[config.mk]
export PLATFORM = sky130hd
export DESIGN_NAME = alu_issue_stage
export DESIGN_NICKNAME = d
export VERILOG_FILES = /design/src/rtl/alu_issue_stage.sv
export SDC_FILE = /design/constraint.sdc
export NUM_CORES = 1
export LEC_CHECK = 0
export ABC_AREA = 1
export CORE_ASPECT_RATIO = 1.5
export CORE_MARGIN = 2
export CORE_UTILIZATION = 57
export CTS_BUF_LIST = sky130_fd_sc_hd__clkbuf_4 sky130_fd_sc_hd__clkbuf_8
export DETAILED_ROUTE_END_ITERATION = 10
export GPL_TIMING_DRIVEN = 0
export PLACE_DENSITY_LB_ADDON = 0.2
export SETUP_SLACK_MARGIN = 0.4
export SYNTH_ARGS = -nofsm -noshare
export SYNTH_HDL_FRONTEND = slang
export SYNTH_SLANG_ARGS = --single-unit
export TNS_END_PERCENT = 20
[constraint.sdc]
create_clock -name clk -period 10.6 [get_ports clk]
set_input_delay 1.59 -clock clk [delete_from_list [all_inputs] [get_ports clk]]
set_output_delay 1.59 -clock clk [all_outputs]
set_load 0.01 [all_outputs]
[src/rtl/alu_issue_stage.sv]
// ALU issue stage: operand queue feeding an external combinational ALU,
// with a registered result stage and a transfer counter.
module alu_issue_stage #(
  parameter int DEPTH = 4,
  parameter int TAGW  = 4
) (
  input  logic            clk,
  input  logic            rst_n,
  input  logic            in_valid,
  output logic            in_ready,
  input  logic [31:0]     in_op1,
  input  logic [31:0]     in_op2,
  input  logic [3:0]      in_opcode,
  input  logic [TAGW-1:0] in_tag,
  output logic [31:0]     alu_op1,
  output logic [31:0]     alu_op2,
  output logic [3:0]      alu_opcode,
  input  logic [31:0]     alu_result,
  input  logic            alu_carry,
  input  logic [63:0]     alu_product,
  output logic            out_valid,
  input  logic            out_ready,
  output logic [31:0]     out_result,
  output logic            out_carry,
  output logic [63:0]     out_product,
  output logic [3:0]      out_opcode,
  output logic [TAGW-1:0] out_tag,
  output logic [15:0]     ops_done
);

  localparam int PW = $clog2(DEPTH);
  localparam int CW = $clog2(DEPTH) + 1;

  logic [31:0]     op1_mem [DEPTH];
  logic [31:0]     op2_mem [DEPTH];
  logic [3:0]      opc_mem [DEPTH];
  logic [TAGW-1:0] tag_mem [DEPTH];

  logic            run_q, run_d;
  logic [PW-1:0]   wr_ptr_q, wr_ptr_d;
  logic [PW-1:0]   rd_ptr_q, rd_ptr_d;
  logic [CW-1:0]   count_q, count_d;
  logic            out_valid_q, out_valid_d;
  logic [31:0]     out_result_q, out_result_d;
  logic            out_carry_q, out_carry_d;
  logic [63:0]     out_product_q, out_product_d;
  logic [3:0]      out_opcode_q, out_opcode_d;
  logic [TAGW-1:0] out_tag_q, out_tag_d;
  logic [15:0]     ops_done_q, ops_done_d;

  logic empty, full, push, issue, out_xfer;
  logic is_mul, is_arith;
  logic [3:0]      head_opc;
  logic [TAGW-1:0] head_tag;

  assign empty    = (count_q == '0);
  assign full     = (count_q == CW'(DEPTH));
  assign in_ready = !full;

  // run_q holds off transfers for one edge after reset release
  assign push     = run_q && in_valid && in_ready;
  assign issue    = run_q && !empty && (!out_valid_q || out_ready);
  assign out_xfer = out_valid_q && out_ready;

  assign alu_op1    = empty ? '0 : op1_mem[rd_ptr_q];
  assign alu_op2    = empty ? '0 : op2_mem[rd_ptr_q];
  assign head_opc   = empty ? '0 : opc_mem[rd_ptr_q];
  assign head_tag   = empty ? '0 : tag_mem[rd_ptr_q];
  assign alu_opcode = head_opc;

  assign is_mul   = (head_opc == 4'd2);
  assign is_arith = (head_opc == 4'd0) || (head_opc == 4'd1) ||
                    (head_opc == 4'd3) || (head_opc == 4'd4);

  always_comb begin
    run_d    = 1'b1;
    wr_ptr_d = push  ? wr_ptr_q + PW'(1) : wr_ptr_q;
    rd_ptr_d = issue ? rd_ptr_q + PW'(1) : rd_ptr_q;
    count_d  = count_q + CW'(push) - CW'(issue);
  end

  always_comb begin
    out_valid_d   = out_valid_q;
    out_result_d  = out_result_q;
    out_carry_d   = out_carry_q;
    out_product_d = out_product_q;
    out_opcode_d  = out_opcode_q;
    out_tag_d     = out_tag_q;
    ops_done_d    = out_xfer ? ops_done_q + 16'd1 : ops_done_q;
    if (issue) begin
      out_valid_d  = 1'b1;
      out_opcode_d = head_opc;
      out_tag_d    = head_tag;
      unique case (1'b1)
        is_mul: begin
          out_result_d  = '0;
          out_carry_d   = 1'b0;
          out_product_d = alu_product;
        end
        is_arith: begin
          out_result_d  = alu_result;
          out_carry_d   = alu_carry;
          out_product_d = '0;
        end
        default: begin
          out_result_d  = alu_result;
          out_carry_d   = 1'b0;
          out_product_d = '0;
        end
      endcase
    end else if (out_xfer) begin
      out_valid_d = 1'b0;
    end
  end

  always_ff @(posedge clk) begin
    if (push) begin
      op1_mem[wr_ptr_q] <= in_op1;
      op2_mem[wr_ptr_q] <= in_op2;
      opc_mem[wr_ptr_q] <= in_opcode;
      tag_mem[wr_ptr_q] <= in_tag;
    end
  end

  always_ff @(posedge clk or negedge rst_n) begin
    if (!rst_n) begin
      run_q         <= 1'b0;
      wr_ptr_q      <= '0;
      rd_ptr_q      <= '0;
      count_q       <= '0;
      out_valid_q   <= 1'b0;
      out_result_q  <= '0;
      out_carry_q   <= 1'b0;
      out_product_q <= '0;
      out_opcode_q  <= '0;
      out_tag_q     <= '0;
      ops_done_q    <= '0;
    end else begin
      run_q         <= run_d;
      wr_ptr_q      <= wr_ptr_d;
      rd_ptr_q      <= rd_ptr_d;
      count_q       <= count_d;
      out_valid_q   <= out_valid_d;
      out_result_q  <= out_result_d;
      out_carry_q   <= out_carry_d;
      out_product_q <= out_product_d;
      out_opcode_q  <= out_opcode_d;
      out_tag_q     <= out_tag_d;
      ops_done_q    <= ops_done_d;
    end
  end

  assign out_valid   = out_valid_q;
  assign out_result  = out_result_q;
  assign out_carry   = out_carry_q;
  assign out_product = out_product_q;
  assign out_opcode  = out_opcode_q;
  assign out_tag     = out_tag_q;
  assign ops_done    = ops_done_q;

endmodule

=== Word level (Yosys, flattened, before mapping) ===
Memories as Yosys holds them, arrays and structs flattened. A register that Yosys moved wholly into a read port is not among the register bits.
Cells that the tools add are included.

* Register bits: 126
* RAM bits: 288
* Input port bits: 173
* Output and inout port bits: 191
* Memories: 4

* Add/subtract/negate cells: 5
* Equality and inequality tests: 5
* Muxes and demuxes: 10
* Reductions and logical operators: 16

{| class="wikitable"
|+ Memory list
! name !! depth !! bits a word !! rd ports !! clocked after Yosys merged registers in !! write ports !! RTL line !! source
|-
| op1_mem || 4 || 32 || 1 || 0 || 1 || 34 || <nowiki>logic [31:0] op1_mem [DEPTH];</nowiki>
|-
| op2_mem || 4 || 32 || 1 || 0 || 1 || 35 || <nowiki>logic [31:0] op2_mem [DEPTH];</nowiki>
|-
| opc_mem || 4 || 4 || 1 || 0 || 1 || 36 || <nowiki>logic [3:0] opc_mem [DEPTH];</nowiki>
|-
| tag_mem || 4 || 4 || 1 || 1 || 1 || 37 || <nowiki>logic [TAGW-1:0] tag_mem [DEPTH];</nowiki>
|}

{| class="wikitable"
|+ Operators by type and width
! kind !! count
|-
| 32-bit two-way mux || 3
|-
| 64-bit two-way mux || 1
|-
| 16-bit by 1-bit adder with 16-bit output (second input constant) || 1
|-
| 4-bit by 2-bit equality test with 1-bit output (second input constant) || 2
|-
| 1-bit logical AND || 5
|-
| 1-bit two-way mux || 5
|-
| 2-bit by 1-bit adder with 2-bit output (second input constant) || 2
|-
| 4-bit by 1-bit equality test with 1-bit output (second input constant) || 1
|-
| 4-bit by 3-bit equality test with 1-bit output (second input constant) || 1
|-
| 1-bit zero test || 4
|-
| 4-bit zero test || 1
|-
| 1-bit logical OR || 4
|-
| 4-bit two-way mux || 1
|-
| 3-bit by 1-bit adder with 3-bit output || 1
|-
| 3-bit equality test (second input constant) || 1
|-
| 3-bit zero test || 1
|-
| 3-bit by 1-bit subtractor with 3-bit output || 1
|-
| 2-bit nonzero test || 1
|}

=== Longest topological paths before layout ===
* Depth in word-level cells: 7
* Gate-level depth with buffers: 12
* Gate-level depth less buffers: 9

=== Least setup slack after synthesis ===
OpenSTA, ideal clock, no wires.

* Path kind: in2reg
* Start: input port in_valid
* End: memory op1_mem[0][0] (enable)
* Library setup time: 503 ps
* Arrival: 4865 ps
* Data required time: 10097 ps
* Setup slack: 5232 ps
* Cell stages on the path: 2
* Buffers on the path: 0
* Cells stage by stage: nand3_1 -> nor2_1

* Word-level cells in the longest chain between the ends: 4

{| class="wikitable"
|+ Ends and longest elaborated chain
! what !! RTL line !! source
|-
| start, declared || 9 || <nowiki>input logic in_valid,</nowiki>
|-
| 1-bit logical AND (2 in series) || 61 || <nowiki>assign push = run_q && in_valid && in_ready;</nowiki>
|-
| 1-bit two-way mux || 117 || <nowiki>if (push) begin</nowiki>
|-
| 1-bit two-way mux (not written as such) || 118 || <nowiki>op1_mem[wr_ptr_q] <= in_op1;</nowiki>
|-
| end, declared || 34 ||
|}

Every way passes these cells.

=== Worst setup path in the final report ===
* Start: register rd_ptr_q[0]
* End: output port alu_op2[30]

* Word-level cells in the longest chain between the ends: 2

{| class="wikitable"
|+ Ends and longest elaborated chain
! what !! RTL line !! source
|-
| start, declared || 41 || <nowiki>logic [PW-1:0] rd_ptr_q, rd_ptr_d;</nowiki>
|-
| start signal, assigned || 141 || <nowiki>rd_ptr_q <= rd_ptr_d;</nowiki>
|-
| memory read 4 x 32 bit || -- ||
|-
| 32-bit two-way mux || 66 || <nowiki>assign alu_op2 = empty ? '0 : op2_mem[rd_ptr_q];</nowiki>
|-
| end, declared || 16 || <nowiki>output logic [31:0] alu_op2,</nowiki>
|}

Every way passes these cells.

==> qor.yml <==
p_leak_nw: 9.14
fp.dieH_um: 216
setup_violations: 0
crit_arrival_ns: 3.28
syn-cell-area_um2: 17100
final_cells: 2462
worstMarginPinSlew_ns: 0.949
dr_wl_met2_mm: 24.2
io_buffers: 363
row_count: 77
cts_max_level: 2
postSynthAreaPerCell_um2: 10.8
die-area_um2: 31500
synth_cell_types: 25
seqCellArea_um2: 11900
worstSetupPathType: "flop to output pin"
status: "completed"
drc: 0
rsz0062_at_grt: "false"
slew_headroom_pct: 36.6
yosys_warnings: 0
multi_input_area_um2: 4550
layout_setup_ws_ns: 5.73
post_cts_buffers: 0
ctsRootBufferMaster: "clkbuf_8"
ctsResizeCount: 0
route.vias.total: 13171
grt_overflow_total: 0
initial_core_util_pct: 58.0
finalCriticalPeriod_ns: 4.87
start_kind: "flop"
highest_layer: "met5"
peakVddDrop_v: 0.000196
cp.required_ns: 9.01
gp_congestion: 0.848
ys_ff_latch: 418
slew_violations: 0
drt-total-wl_mm: 46.0
drive_above_1_share_pct: 6.97
cts_tree: "yes"
cts_hold_buf: 0
nNetsFinal: 2206
dp.cells: 2360
drtIter0Drc: 983
grt_pass1_wl_mm: 70.4
final_common_cell: "nand2_1"
cts_buffer_depth: 3
die_w_um: 146
hold_depth: 2
place_ws_ns: 6.37
setup_tns_ns: 0
maxCapViolCount: 0
dpl.hpwl_mm: 32.1
cp_max_fo: 10
ioPinCount: 364
crit_path_end_kind: "output pin"
max_clock_freq_ghz: 0.206
grt_pass1_vias: 13175
hold_path_class: "flop to flop"
grt.total_usage_pct: 28.7
clock-sinks: 418
layout_common_cells: "364 x nand2_1, 362 x clkdlybuf4s50_1, 310 x nor2_1, 288 x edfxtp_1, 142 x o21ai_0"
nFillCells: 1944
wire_per_inst_um: 18.7
power_density_nw_per_um2: 269
skew_ns: 0.0159
ff2ff_path_depth: 5
clock_latency_ns: 0.63
grt_max_degree: 99
syn_nets: 1774
antenna_found_initial: 4
drt-pass1-iter-count: 5
syn_to_final_growth_pct: 32.3
yosysSeqAreaShare_pct: 69.4
routed-wl-met3_mm: 3.64
clk_pin_slew_ns: 0.07
synthCells: 1593
fp.coreArea_um2: 29600
finalPower_mw: 6.10
wl_met1_mm: 16.7
drtAntennaViolNets: 0
hold_viol: 0
numCtsBuffers: 58
fin_crit_sh_pct: 45.9
viasPerCell: 5.35
==> cell usage after synthesis <==
| master | n | area (µm²) |
|---|---|---|
| nor2_1 | 314 | 1180 |
| buf_1 | 18 | 67.6 |
| nand4_1 | 3 | 18.8 |
| clkbuf_1 | 41 | 154 |
| buf_4 | 4 | 30.0 |
| edfxtp_1 | 288 | 8650 |
| xnor2_1 | 4 | 35.0 |
| fa_1 | 1 | 20.0 |
| nor2_2 | 1 | 6.26 |
| o21ai_0 | 142 | 711 |
| inv_1 | 66 | 248 |
| o22ai_1 | 4 | 25.0 |
| inv_2 | 5 | 18.8 |
| ha_1 | 7 | 87.6 |
| a21oi_1 | 65 | 325 |
| nand2_1 | 364 | 1370 |
| dfrtp_1 | 130 | 3250 |
| nor3_1 | 4 | 20.0 |
| buf_2 | 23 | 115 |
| conb_1 | 1 | 3.75 |
| buf_6 | 8 | 90.1 |
| nand3b_4 | 1 | 20.0 |
| xor2_1 | 10 | 87.6 |
| nand3_1 | 22 | 110 |
| nand3b_1 | 67 | 503 |
==> final timing paths <==
path | from | slack [ns] | end
worst max-delay path | rd_ptr_q[0] | 5.73 | alu_op2[30]
worst min-delay path | out_tag[0] | 0.48 | out_tag[0]
worst max register to register | count_q[1] | 8.05 | op2_mem[0][6]
worst min register to register | out_tag[0] | 0.48 | out_tag[0]
max in group asynchronous | rst_n | 8.91 | out_product[48]
min in group asynchronous | rst_n | 0.85 | out_result[25]
==> logic make-up after synthesis <==
logic type                 Yosys count  synth area share, %
other                                1               0.0219
DFF                                418                 69.4
adders and majority gates            8                0.628
buffers and inverters              165                 4.22
xor gates and xnor gates            14                0.715
and+or+nand+nor                    776                 18.8
AOI/OAI and AO/OA                  211                 6.19
==> worst max-delay path: stages (launching register included) <==
cell	delay, ns
dfrtp_1	0.37
buf_4	0.17
inv_2	0.07
buf_4	0.21
buf_2	0.24
clkbuf_1	0.49
o21ai_0	0.18
a21oi_1	0.31
clkdlybuf4s50_1	0.60
==> layer usage <==
layer | up-vias | global-route usage [%]
li1 | 6173 | -
met4 | 6 | 10.9
met1 | 6319 | 32.3
met5 | - | 0
met3 | 101 | 7.01
met2 | 572 | 52.5
==> cell type report <==
| class | count | share of cell area [%] |
|---|---|---|
| timing repair buffer | 372 | 16.9 |
| sequential | 418 | 52.5 |
| buffer | 94 | 2.01 |
| tap | 395 | 2.18 |
| antenna | 1 | 0.0110 |
| clock inverter | 27 | 1.02 |
| inverter | 71 | 1.18 |
| clock buffer | 74 | 4.16 |
| multi-input combinational | 1010 | 20.1 |
==> state kept, by name, indices dropped and copies added, names as in the netlist, 4 cells and up <==
name	count
out_opcode	4
opc_mem	16
ops_done	16
out_tag	4
op2_mem	128
out_product	64
op1_mem	128
tag_mem	16
out_result	32
==> per-stage QoR <==
step           hold slack [ns]  utilization, %  instance area, µm²
2_1_floorplan            0.478               -               17100
3_3_place_gp             0.461            71.9               21300
3_5_place_dp             0.464            72.7               21500
4_1_cts                  0.482            76.7               22700
5_1_grt                  0.494            76.7               22700
6_report                 0.479            76.7               22700
==> power breakdown <==
part | switching (mW) | leakage (nW) | internal (mW)
Clock | 0.587 | 0.616 | 0.679
Combinational | 1.52 | 4.21 | 1.14
Sequential | 0.130 | 4.31 | 2.04
Total | 2.24 | 9.14 | 3.86
Note: power is estimated with default switching activity, not from simulation.
